File: config.mk
export PLATFORM = sky130hd
export DESIGN_NAME = nonce_scheduler_flat
export DESIGN_NICKNAME = d
export VERILOG_FILES = /design/src/rtl/nonce_scheduler_if.sv /design/src/rtl/nonce_scheduler.sv /design/src/flat_wrapper.sv
export SDC_FILE = /design/constraint.sdc
export NUM_CORES = 1
export LEC_CHECK = 0
export CORE_AREA = 2 2 473 475
export CTS_CLUSTER_SIZE = 8
export DETAILED_ROUTE_END_ITERATION = 6
export DIE_AREA = 0 0 475 477
export SETUP_SLACK_MARGIN = 0.5
export SLEW_MARGIN = 20
export SYNTH_ARGS = -nofsm -noshare
export SYNTH_HDL_FRONTEND = slang
export SYNTH_SLANG_ARGS = --single-unit
File: constraint.sdc
create_clock -name hash_clk -period 7.7 [get_ports hash_clk]
set_input_delay 0.77 -clock hash_clk [delete_from_list [all_inputs] [get_ports hash_clk]]
set_output_delay 0.77 -clock hash_clk [all_outputs]
set_load 0.02 [all_outputs]
File: src/rtl/nonce_scheduler_if.sv
// Work-intake and golden-nonce channels of the nonce scheduler.
interface nonce_scheduler_if;
    // Both channels: a beat transfers on a rising edge where valid && ready are
    // both high; the sender holds its payload stable while valid is high.
    logic         work_valid;
    logic         work_ready;
    logic [255:0] work_midstate;
    logic [95:0]  work_data;
    logic         gn_valid;
    logic         gn_ready;
    logic [31:0]  gn_nonce;

    modport master (
        output work_valid, work_midstate, work_data, gn_ready,
        input  work_ready, gn_valid, gn_nonce
    );

    modport slave (
        input  work_valid, work_midstate, work_data, gn_ready,
        output work_ready, gn_valid, gn_nonce
    );
endinterface

File: src/rtl/nonce_scheduler.sv
// Walks the 32-bit nonce space for an unrolled SHA-256 pair, drives the hasher
// inputs and queues golden nonces, compensating the hasher pipeline latency.
module nonce_scheduler #(
    parameter int unsigned LOOP_LOG2   = 5,
    parameter int unsigned FIFO_DEPTH  = 4,
    // Nonce loaded on work accept; nonzero only to shorten simulations.
    parameter logic [31:0] NONCE_START = 32'h0000_0000
) (
    input  logic                    hash_clk,
    input  logic                    reset,
    nonce_scheduler_if.slave        bus,
    output logic [5:0]              cnt,
    output logic                    feedback,
    output logic [255:0]            state,
    output logic [511:0]            data,
    input  logic [31:0]             hash_top,
    output logic                    running,
    output logic                    exhausted,
    output logic                    overflow,
    output logic [1:0]              fsm_state
);

    localparam int unsigned LOOP   = 1 << LOOP_LOG2;
    localparam int unsigned OFFSET = (LOOP_LOG2 == 0) ? 131 :
                                     (LOOP_LOG2 == 1) ? 66  :
                                     (1 << (7 - LOOP_LOG2)) + 1;
    localparam int unsigned PTR_W  = $clog2(FIFO_DEPTH);
    localparam int unsigned OCC_W  = PTR_W + 1;

    localparam logic [7:0]       OFFSET_M = 8'(OFFSET);
    localparam logic [31:0]      OFFSET_N = 32'(OFFSET);
    localparam logic [5:0]       CNT_MASK = 6'(LOOP - 1);
    localparam logic [OCC_W-1:0] DEPTH_C  = OCC_W'(FIFO_DEPTH);

    typedef enum logic [1:0] {
        ST_IDLE  = 2'd0,
        ST_RUN   = 2'd1,
        ST_DRAIN = 2'd2
    } fsm_e;

    fsm_e             fsm_q, fsm_d;
    logic [5:0]       cnt_q, cnt_d, cnt_step;
    logic             feedback_q, feedback_d, fb_step, nonce_inc;
    logic [31:0]      nonce_q, nonce_d;
    logic [7:0]       mask_q, mask_d;
    logic [7:0]       drain_q, drain_d;
    logic             tail_q, tail_d;
    logic [255:0]     midstate_q, midstate_d;
    logic [95:0]      wdata_q, wdata_d;
    logic [255:0]     state_q, state_d;
    logic [511:0]     data_q, data_d;
    logic             fb_dly_q;
    logic             golden_q, golden_d;
    logic             exhausted_q, exhausted_d;
    logic             overflow_q, overflow_d;

    logic             accept, push, pop, full, wr_en, drop;
    logic [31:0]      fifo_mem_q [FIFO_DEPTH];
    logic [PTR_W-1:0] wr_ptr_q, wr_ptr_d, rd_ptr_q, rd_ptr_d;
    logic [OCC_W-1:0] occ_q, occ_d;

    assign accept    = bus.work_valid;
    assign cnt_step  = (LOOP == 1) ? 6'd0 : ((cnt_q + 6'd1) & CNT_MASK);
    assign fb_step   = (LOOP != 1) && (cnt_step != 6'd0);
    assign nonce_inc = !fb_step;

    always_comb begin
        fsm_d       = fsm_q;
        cnt_d       = cnt_q;
        feedback_d  = feedback_q;
        nonce_d     = nonce_q;
        mask_d      = mask_q;
        drain_d     = drain_q;
        tail_d      = tail_q;
        midstate_d  = midstate_q;
        wdata_d     = wdata_q;
        exhausted_d = 1'b0;

        if (accept) begin
            midstate_d = bus.work_midstate;
            wdata_d    = bus.work_data;
            nonce_d    = NONCE_START;
            cnt_d      = 6'd0;
            feedback_d = 1'b0;
            mask_d     = OFFSET_M;
            drain_d    = OFFSET_M;
            tail_d     = 1'b0;
            fsm_d      = ST_RUN;
        end else begin
            case (fsm_q)
                ST_RUN, ST_DRAIN: begin
                    cnt_d      = cnt_step;
                    feedback_d = fb_step;
                    if (nonce_inc) begin
                        nonce_d = nonce_q + 32'd1;
                        if (mask_q != 8'd0) mask_d = mask_q - 8'd1;
                    end
                    if (fsm_q == ST_RUN) begin
                        if (nonce_inc && (nonce_q == 32'hFFFF_FFFF)) begin
                            fsm_d   = ST_DRAIN;
                            drain_d = OFFSET_M;
                            tail_d  = 1'b0;
                        end
                    end else if (drain_q != 8'd0) begin
                        if (nonce_inc) drain_d = drain_q - 8'd1;
                    end else if (!tail_q) begin
                        tail_d = 1'b1;
                    end else begin
                        // Two tail cycles let the last in-flight flags land first.
                        fsm_d       = ST_IDLE;
                        cnt_d       = 6'd0;
                        feedback_d  = 1'b0;
                        exhausted_d = 1'b1;
                    end
                end
                default: begin
                    fsm_d      = ST_IDLE;
                    cnt_d      = 6'd0;
                    feedback_d = 1'b0;
                end
            endcase
        end
    end

    assign state_d  = midstate_d;
    assign data_d   = {32'h0000_0280, 320'h0, 32'h8000_0000, nonce_d, wdata_d};
    assign golden_d = (hash_top == 32'd0) && !fb_dly_q;

    // Results are tagged with the nonce OFFSET steps back; the mask hides
    // results still belonging to the previous work unit.
    assign push  = golden_q && (mask_q == 8'd0) && (fsm_q != ST_IDLE) && !accept;
    assign pop   = (occ_q != '0) && bus.gn_ready;
    assign full  = (occ_q == DEPTH_C);
    assign wr_en = push && (!full || pop);
    assign drop  = push && full && !pop;

    assign wr_ptr_d   = wr_en ? PTR_W'(wr_ptr_q + 1'b1) : wr_ptr_q;
    assign rd_ptr_d   = pop   ? PTR_W'(rd_ptr_q + 1'b1) : rd_ptr_q;
    assign occ_d      = occ_q + OCC_W'(wr_en) - OCC_W'(pop);
    assign overflow_d = accept ? 1'b0 : (overflow_q | drop);

    always_ff @(posedge hash_clk) begin
        if (reset) begin
            fsm_q       <= ST_IDLE;
            cnt_q       <= 6'd0;
            feedback_q  <= 1'b0;
            nonce_q     <= 32'd0;
            mask_q      <= OFFSET_M;
            drain_q     <= OFFSET_M;
            tail_q      <= 1'b0;
            midstate_q  <= '0;
            wdata_q     <= '0;
            state_q     <= '0;
            data_q      <= '0;
            fb_dly_q    <= 1'b0;
            golden_q    <= 1'b0;
            exhausted_q <= 1'b0;
            overflow_q  <= 1'b0;
            wr_ptr_q    <= '0;
            rd_ptr_q    <= '0;
            occ_q       <= '0;
        end else begin
            fsm_q       <= fsm_d;
            cnt_q       <= cnt_d;
            feedback_q  <= feedback_d;
            nonce_q     <= nonce_d;
            mask_q      <= mask_d;
            drain_q     <= drain_d;
            tail_q      <= tail_d;
            midstate_q  <= midstate_d;
            wdata_q     <= wdata_d;
            state_q     <= state_d;
            data_q      <= data_d;
            fb_dly_q    <= feedback_q;
            golden_q    <= golden_d;
            exhausted_q <= exhausted_d;
            overflow_q  <= overflow_d;
            wr_ptr_q    <= wr_ptr_d;
            rd_ptr_q    <= rd_ptr_d;
            occ_q       <= occ_d;
        end
    end

    always_ff @(posedge hash_clk) begin
        if (wr_en) fifo_mem_q[wr_ptr_q] <= nonce_q - OFFSET_N;
    end

    assign bus.work_ready = 1'b1;
    assign bus.gn_valid   = (occ_q != '0);
    assign bus.gn_nonce   = fifo_mem_q[rd_ptr_q];

    assign cnt       = cnt_q;
    assign feedback  = feedback_q;
    assign state     = state_q;
    assign data      = data_q;
    assign running   = (fsm_q != ST_IDLE);
    assign exhausted = exhausted_q;
    assign overflow  = overflow_q;
    assign fsm_state = fsm_q;

endmodule

File: src/flat_wrapper.sv
// flat-port wrapper written by rule: the top's interface ports become plain ports
module nonce_scheduler_flat 
#(
    parameter int unsigned LOOP_LOG2   = 5,
    parameter int unsigned FIFO_DEPTH  = 4,
                                                                        
    parameter logic [31:0] NONCE_START = 32'h0000_0000
)
  (hash_clk, reset, cnt, feedback, state, data, hash_top, running, exhausted, overflow, fsm_state, bus_work_valid, bus_work_midstate, bus_work_data, bus_gn_ready, bus_work_ready, bus_gn_valid, bus_gn_nonce);
  nonce_scheduler_if bus_i ();
  input  logic hash_clk;
  input  logic reset;
  output logic [5:0] cnt;
  output logic feedback;
  output logic [255:0] state;
  output logic [511:0] data;
  input  logic [31:0] hash_top;
  output logic running;
  output logic exhausted;
  output logic overflow;
  output logic [1:0] fsm_state;
  input wire logic [$bits(bus_i.work_valid)-1:0] bus_work_valid;
  input wire logic [$bits(bus_i.work_midstate)-1:0] bus_work_midstate;
  input wire logic [$bits(bus_i.work_data)-1:0] bus_work_data;
  input wire logic [$bits(bus_i.gn_ready)-1:0] bus_gn_ready;
  output wire logic [$bits(bus_i.work_ready)-1:0] bus_work_ready;
  output wire logic [$bits(bus_i.gn_valid)-1:0] bus_gn_valid;
  output wire logic [$bits(bus_i.gn_nonce)-1:0] bus_gn_nonce;
  assign bus_i.work_valid = bus_work_valid;
  assign bus_i.work_midstate = bus_work_midstate;
  assign bus_i.work_data = bus_work_data;
  assign bus_i.gn_ready = bus_gn_ready;
  assign bus_work_ready = bus_i.work_ready;
  assign bus_gn_valid = bus_i.gn_valid;
  assign bus_gn_nonce = bus_i.gn_nonce;
  nonce_scheduler #(.LOOP_LOG2(LOOP_LOG2), .FIFO_DEPTH(FIFO_DEPTH), .NONCE_START(NONCE_START)) u_core (.hash_clk(hash_clk), .reset(reset), .bus(bus_i), .cnt(cnt), .feedback(feedback), .state(state), .data(data), .hash_top(hash_top), .running(running), .exhausted(exhausted), .overflow(overflow), .fsm_state(fsm_state));
endmodule
* After elaboration in Yosys (flattened, before gate mapping)
Memory sizes are Yosys's and may differ from the RTL's. A register that Yosys moved wholly into a read port is not among the register bits. Index checks and enable logic that the tools add are counted.
Word-level totals: register bits after elaboration 932, bits in latches 0, memory bits (writable) 128, bits in read-only memories 0, input port bits 388, output and inout bits 814, word-level logic and storage cells 104, memories 1
Operators by class: add/sub/neg operators 9, $mul 0, div/mod/pow operators 0, magnitude comparators 0, eq/ne operators 10, shift operators 0, muxes and demuxes 29, bitwise logic cells 3, reductions and logical operators 33
Memory list:
- u_core.fifo_mem_q | depth 4, bits a word 32, rd ports 1, clocked after Yosys merged registers in 1, wr ports 1, RTL line nonce_scheduler.sv:58 | logic [31:0] fifo_mem_q [FIFO_DEPTH];
Operator list (number):
- $mux W490 | 1
- $mux W32 | 3
- $mux W96 | 1
- $add A32 B1 Y32 const B | 1
- $eq A32 B32 Y1 const B | 1
- $logic_not A32 Y1 | 1
- $mux W8 | 4
- $sub A32 B3 Y32 const B | 1
- $reduce_bool A8 Y1 | 2
- $sub A8 B1 Y8 const B | 2
- $mux W5 | 3
- $mux W2 | 6
- $reduce_and A3 Y1 | 4
- $mux W1 | 11
- $logic_and A1 B1 Y1 | 9
- $logic_not A8 Y1 | 1
- $reduce_bool A2 Y1 | 3
- $reduce_bool A6 Y1 | 1
- $add A5 B1 Y5 const B | 1
- $logic_not A1 Y1 | 5
- $reduce_or A5 Y1 | 1
- $add A2 B1 Y2 const B | 2
- $ne A2 B2 Y1 const B | 2
- $ne A4 B2 Y1 const B | 1
- 15 further kinds | 17

* Logic depth before layout (Yosys ltp)
Gate-level depths: netlist of run 1.
word-level depth 8, depth in mapped cells 15, gate-level depth less buffers 14

* Worst setup path before layout of run 1
OpenSTA, ideal clock, no wires.
kind register -> register, start register u_core.mask_q[2], end register u_core.occ_q[2], setup time 128 ps, data arrival time 2723 ps, data required time 7572 ps, setup slack 4849 ps, cell stages (with the launch flop) 15, buffers on the path 1, clock period less this slack 2851 ps, path through dfxtp_1 -> nor4_1 -> and4b_1 -> and4_1 -> nor2b_1 -> clkbuf_1 -> inv_1 -> ha_1 -> inv_1 -> ha_1 -> inv_1 -> fa_1 -> xor2_1 -> xnor2_1 -> nor2_1
Between the ends: word-level cells in the longest chain between the ends 7
Ends and longest elaborated chain:
- start: declaration | RTL line nonce_scheduler.sv:45 | logic [7:0] mask_q, mask_d;
- start signal: assignment | RTL line nonce_scheduler.sv:167 | mask_q <= mask_d;
- $logic_not A8 Y1 | RTL line nonce_scheduler.sv:131 | assign push = golden_q && (mask_q == 8'd0) && (fsm_q != ST_IDLE) && !accept;
- $logic_and A1 B1 Y1 (3 in a row) | RTL line nonce_scheduler.sv:131
- $logic_and A1 B1 Y1 | RTL line nonce_scheduler.sv:134 | assign wr_en = push && (!full || pop);
- $add A3 B1 Y3 | RTL line nonce_scheduler.sv:139 | assign occ_d = occ_q + OCC_W'(wr_en) - OCC_W'(pop);
- $sub A3 B1 Y3 | RTL line nonce_scheduler.sv:139
- end signal: assignment | RTL line nonce_scheduler.sv:161 | occ_q <= '0;
- end signal: assignment | RTL line nonce_scheduler.sv:180 | occ_q <= occ_d;
- end: declaration | RTL line nonce_scheduler.sv:60 | logic [OCC_W-1:0] occ_q, occ_d;
No other way between the ends. A chain may end at the register's enable or synchronous reset.

==> results of run 1 <==
-- cells in the mapped netlist (2+ instances only) --
| cell type | number |
|---|---|
| nand4_1 | 15 |
| a211oi_1 | 3 |
| or2_2 | 4 |
| nor4_1 | 19 |
| a21oi_1 | 20 |
| conb_1 | 2 |
| or4_1 | 6 |
| o21ai_0 | 20 |
| and2_1 | 7 |
| nand2_1 | 30 |
| buf_2 | 4 |
| nor4b_1 | 2 |
| or3_1 | 18 |
| nand2b_1 | 3 |
| o211ai_1 | 5 |
| clkbuf_1 | 60 |
| buf_4 | 386 |
| nor2_1 | 415 |
| edfxtp_1 | 128 |
| buf_1 | 46 |
| nand3_1 | 17 |
| dfxtp_1 | 423 |
| xnor2_1 | 27 |
| inv_1 | 23 |
| and4_1 | 3 |
| xor2_1 | 32 |
| mux2i_1 | 353 |
| or4_4 | 3 |
| a31oi_1 | 3 |
| o21a_1 | 7 |
| and3_1 | 7 |
| nor2b_1 | 6 |
| mux4_2 | 32 |
| nor3_1 | 17 |
| ha_1 | 16 |
-- critical path: cells and delay by family, from the launching register on --
family | cells | cell delay (ns)
mux | 1 | 0.59
flops | 1 | 0.30
buf+inv | 2 | 1.20
-- metal layers --
metal / track usage (%) / up-vias / share of wire, %
met5: 0 / - / 0.058
met4: 2.576 / 12 / 2.5
met3: 8.286 / 239 / 17
li1: - / 8232 / -
met1: 10.73 / 8359 / 34
met2: 18.43 / 928 / 47
-- cell families (layout without fill, tap and decap cells) --
kind of cell,after synthesis,after routing,share of synthesized area (%)
multiplexers,385,385,17.95
AND/OR/NAND/NOR,581,581,10.81
other,2,388,0.03169
adder cells (fa/ha/maj),17,17,0.9293
XOR/XNOR,59,59,2.181
AO/OA/AOI/OAI,67,67,1.732
buffers and inverters,520,983,14.40
flip-flops,551,551,51.96
-- power groups by stage --
| stage | Sequential, mW | Combinational, mW | Clock (mW) |
|---|---|---|---|
| after floorplan | 3.30 | 0.539 | 0 |
| after global placement | 3.18 | 1.16 | 0 |
| after detailed placement | 3.18 | 1.16 | 0 |
| after CTS | 3.13 | 1.16 | 3.77 |
| after global routing | 3.14 | 1.23 | 3.85 |
| final | 3.13 | 1.15 | 3.63 |
-- worst paths after layout --
| kind | startpoint | endpoint | slack, ns | cells after the start |
|---|---|---|---|---|
| min | reset | register | 0.45 | 2 |
| max | register | bus_gn_nonce[27] | 4.10 | 3 |
| max reg2reg | u_core.mask_q[2]$_SDFFE_PP1P_ | u_core.occ_q[2]$_SDFF_PP0_ | 4.38 | 13 |
| min reg2reg | u_core.midstate_q[44]$_SDFFE_PP0P_ | u_core.midstate_q[44]$_SDFFE_PP0P_ | 0.48 | 2 |
-- stage by stage --
stage	utilization [%]	worst slack (ns)	hold WS [ns]	area, sq um	power [mW]
floorplan	-	4.849	0.4450	25130	3.842
global placement	15.29	4.055	0.4668	33860	4.339
detailed placement	15.29	4.003	0.4715	33860	4.341
CTS	16.43	3.886	0.4334	36380	8.057
global route	16.44	3.882	0.4428	36390	8.217
finish	16.44	4.096	0.4543	36400	7.900
-- cell type report --
cell class,instances,area [sq um]
Sequential cell,551,12310
Fill cell,24600,185000
Tap cell,2975,3722
Clock inverter,16,261.5
Inverter,23,86.33
Clock buffer,113,2261
Timing Repair Buffer,831,8333
Antenna cell,5,12.51
Multi-Input combinational cell,1492,9407
-- cell usage in the layout (no fill, tap or decap), drive strengths merged, types with 9 or more instances in the layout --
cell / count
clkdlybuf4s50: 816
dfxtp: 423
nor2: 415
conb: 383
mux2i: 353
edfxtp: 128
clkbuf: 113
xor2: 32
mux4: 32
nand2: 30
xnor2: 27
inv: 27
o21ai: 21
a21oi: 20
nor4: 20
or3: 19
nor3: 18
nand3: 17
ha: 16
nand4: 15
buf: 15
or4: 9
==> impl_results.md, run 1 <==
* Post-route ant nets at 0
* CTS Root Cell: clkbuf_16
* Critical path launch point type: register
* Final HPWL DP at 108.6 mm
* IO Count at 1,202
* Hold-fix buffers, CTS at 0
* Layout cell share with drive strength beyond 1 at 5.684%
* Initial antenna violation count at 74
* CP Cell Sequence: buf_4 -> mux4_2 -> clkdlybuf4s50_1
* Final #Nets at roughly 3,400
* Chip height at 477 microns
* Port-buffer cells at 818
* Crit path kind: reg2out
* Worst path required time at 6.93 ns
* TritonCTS buffer count at 84
* Final setup violating endpoints at 0
* Main flop type after synthesis: dfxtp_1
* Post-synthesis sequential area ratio at 51.96%
* Per-cell routed wire length at 21.71 microns
* CTS tree: done
* Synth Cell Area at between 20,000 and 25,000 sq um
* Max Transition Viols Final at 0
* Slowest-stage cell, CP: clkdlybuf4s50_1
* Cell Int Power at between 5 and 6 mW
* DRT Pass-1 Iters at 6
* Status: complete, no violations
* Post-route non-filler standard cell count at 6,006
* Crit share post-route at 46.81%
* Pleak at 13.84 nW
* Number of synthesized flops with an enable pin at 128
* Die W at roughly 480 microns
* 1st-iter DRT viols at 761
* Endpoints failing hold at 0
* Worst-path clk slew at 0.07 ns
* Vias post-DR at 17,770
* Dominant cells by area after synthesis: dfxtp_1, edfxtp_1, mux2i_1, buf_4, nor2_1
* Max cap viols at 0
* PostCTS Resize Cnt at 0
* GRT Overall Usage at between 10% and 20%
* Starting Density at between 10 and 15%
* Clock sinks at 551
* Distinct cell type count after synthesis at 55
* Power Dens Cells at around 220 nW/um^2
* Core footprint at 221,400 sq um
* RSZ-0062 raised after global routing: no
* Cell taking the most area after synthesis: dfxtp_1
* Skew-Pair Late Insertion Delay at 0.68 ns
* Fin crit period at 3.604 ns
* Hold crit path type: in2reg
* Die Footprint at 226,600 sq um
* Synth top area share at 35.74%
* Largest net degree at the start of global routing at roughly 130
* DRC viols at 0
* Sequential share of power at approximately 40%
* Clock Skew at ~0.018 ns
* Comb pwr share at 14.5%
* Setup Buffers After CTS at 0
* Slew @ Worst Pin at ~1 ns
* # H-tree levels at 3
* Gr ovfl total at 0
* Avg Synthesized Cell Area at 10.86 sq um
* #FFs+latches synth at 551
* Clock Power Share at between 40% and 50%
* Vias in the first global route at 17,290
* Site Rows at 173
* Worst Path Arrival at 2.83 ns
* Vias/cell at just under 3
* Global-route wire length before repair at 164.9 mm
* Ys Warns at 0
* Critical Path Sink Type: primary output
* RD Place Congestion at approximately 0.9
* Asr flop ratio synth at 0%
* Mapped Cells at roughly 2,200
* P&R area growth vs syn at 53.60%
* FMAX at 277.4 MHz
* Setup_tns at 0 ns
* Worst-case clock buffer depth at 3
* Rel. slew slack at 32.37%
* Post-Place Cells at 5,872
* Peak VDD IR at 168.5 uV
* Drt total wl at 130.4 mm
* CP max FO at 32
* Sw Ratio at 28.28%
* Max incr delay on CP at between 0.6 and 0.7 ns
* Sw power at 2.234 mW
No activity file was read; power rests on OpenSTA's default activity.
==> inputs of run 2 (changes only) <==
==> constraint.sdc (replaced) <==
create_clock -name hash_clk -period 3.5 [get_ports hash_clk]
set_input_delay 0.35 -clock hash_clk [delete_from_list [all_inputs] [get_ports hash_clk]]
set_output_delay 0.35 -clock hash_clk [all_outputs]
set_load 0.02 [all_outputs]
==> impl_results.md, run 2 (synthesis results as in run 1) <==
* Status: complete, no violations
* Die Footprint at 226,600 sq um (unchanged)
* Power Dens Cells at 476.6 nW/um^2 (+120%)
* Final setup violating endpoints at 0 (unchanged)
* Final #Nets at 3,409 (+0.62%)
* Core footprint at 221,400 sq um (unchanged)
* CP Cell Sequence: buf_12 -> mux4_2 -> clkdlybuf4s50_1
* Pleak at 14.00 nW (+1.2%)
* Fin crit period at 2.851 ns
* Starting Density at 10.70% (unchanged)
* # H-tree levels at 3 (unchanged)
* Post-Place Cell Area at 34,010 sq um (+0.45%)
* Worst path required time at 3.15 ns (-3.78 ns)
* CTS tree: done
* Post-route cell area at 36,700 sq um (+0.82%)
* Endpoints failing hold at 0 (unchanged)
* Initial antenna violation count at 74 (unchanged)
* Post-route ant nets at 0 (unchanged)
* Peak VDD IR at 300.0 uV (+78%)
* Worst-path clk slew at 0.05 ns (-0.02 ns)
* GRT Overall Usage at 11.14% (+0.12 points)
* RSZ-0062 raised after global routing: yes
* Vias/cell at 2.966 (+0.23%)
* 1st-iter DRT viols at 764 (+0.39%)
* P&R area growth vs syn at 54.86%
* Filler cell count at 24,570 (-0.085%)
* Largest net degree at the start of global routing at 183 (+46%)
* Global-route wire length before repair at 166.4 mm (+0.87%)
* DRC viols at 0 (unchanged)
* Most common cell after layout, fill and taps aside: clkdlybuf4s50_1
* Layout cell share with drive strength beyond 1 at 6.459% (+0.77 points)
* Per-cell routed wire length at 21.85 microns (+0.66%)
* CTS Root Cell: clkbuf_16
* RD Place Congestion at 0.9019 (-0.18%)
* Setup_tns at 0 ns (unchanged)
* Drt total wl at 131.8 mm (+1.0%)
* Worst-case clock buffer depth at 3 (unchanged)
* Register Area at 12,320 sq um (about the same)
* Worst Path Arrival at 2.50 ns (-0.33 ns)
* Crit share post-route at 81.47%
* Die W at 475 microns (unchanged)
* Max incr delay on CP at 0.56 ns (-0.13 ns)
* FMAX at 350.7 MHz
* Crit path kind: reg2out
* Rel. slew slack at 13.22% (-19 points)
* Vias in the first global route at 17,320 (+0.14%)
* Vias post-DR at 17,880 (+0.61%)
* CP max FO at 17 (-47%)
* Skew-Pair Late Insertion Delay at 0.68 ns (about the same)
* Max cap viols at 0 (unchanged)
* DRT Pass-1 Iters at 5 (-1)
* Hold crit path type: in2reg
* Slew @ Worst Pin at 1.302 ns (+0.2966 ns)
* Clock Skew at 0.01402 ns (-0.003813 ns)
* Critical path launch point type: register
* Post-route setup slack at 0.6486 ns (-3.447 ns)
* Clock sinks at 551 (unchanged)
* TritonCTS buffer count at 85 (+1.2%)
* Max Transition Viols Final at 0 (unchanged)
* Critical Path Sink Type: primary output
* Area of the multi-input gates at 9442 sq um (+0.37%)
* Chip height at 477 microns (unchanged)
* Most frequent cells in the layout: clkdlybuf4s50_1, dfxtp_1, nor2_1
* Port-buffer cells at 818 (unchanged)
* Final Util at 16.57% (+0.13 points)
* Slowest-stage cell, CP: mux4_2
* WHS at 0.2551 ns (-0.1991 ns)
* IO Count at 1,202 (unchanged)
* Gr ovfl total at 0 (unchanged)
* Final HPWL DP at 109.0 mm (+0.37%)
* DP Worst Slack at 0.5031 ns (-3.500 ns)
* Site Rows at 173 (unchanged)
## run 2: cell types whose count changed in the layout (fill, tap and decap cells not counted), moves of 2 or more
cell	change
dlygate4sd3_1	+2
dlygate4sd2_1	+9
nor4_1	-4
buf_12	+4
nor4_2	+3
clkbuf_16	+3
buf_4	+13
clkdlybuf4s50_1	-9
and2_2	-4
bufinv_16	-2
dfxtp_4	+2
clkbuf_8	+4
inv_6	-2
and2_1	+4
## run 2: layout make-up
| type | instances | area share, % |
|---|---|---|
| repair buffers | 851 | 23.25 |
| well taps | 2975 | 10.14 |
| diodes | 4 | 0.02728 |
| flip-flops and latches | 551 | 33.58 |
| inverters | 23 | 0.2353 |
| clock buffers | 120 | 6.516 |
| multi-input cells | 1492 | 25.73 |
| clock inverters | 13 | 0.5251 |
## run 2: what timing repair did
action	CTS	global route
endpoints found under the hold margin	26	0
setup buffers	0	2
pin swaps	0	2
hold buffers	2	0
gates resized for setup	14	10
setup endpoints to repair	30	37
## run 2: metrics by stage
step | std cells | power (mW)
after floorplan | 2563 | 8.453
after global placement | 5888 | 9.530
after detailed placement | 5888 | 9.539
after CTS | 6023 | 17.90
after global routing | 6028 | 18.21
final | 6029 | 17.49
## run 2: path summary, 6_finish.rpt
check                                  from                                   to  slack (ns)  depth (start not counted)
max                                register                     bus_gn_nonce[22]        0.65                          3
min                  bus_work_midstate[201]  u_core.midstate_q[201]$_SDFFE_PP0P_        0.26                          3
max reg2reg   u_core.mask_q[3]$_SDFFE_PP0P_           u_core.occ_q[2]$_SDFF_PP0_        0.68                         13
min reg2reg  u_core.drain_q[6]$_SDFFE_PP0P_       u_core.drain_q[6]$_SDFFE_PP0P_        0.48                          2
## run 2: power by group
group          internal [mW]  total, mW  switching [mW]
logic                   1.02       2.52            1.50
registers               6.73       6.87           0.143
clock network           4.79       8.09            3.30
## run 2: worst max-delay path: cells and delay by family (launching register included)
| kind | cells | cell delay (ns) |
|---|---|---|
| buffers and inverters | 2 | 0.78 |
| flip-flops | 1 | 0.47 |
| multiplexers | 1 | 0.56 |
## run 2: routing by layer
metal | GRT usage (%) | wire length [microns]
met1 | 10.31 | 42090
met5 | 0 | 64
met2 | 18.63 | 62100
met4 | 2.707 | 3598
met3 | 9.173 | 23910
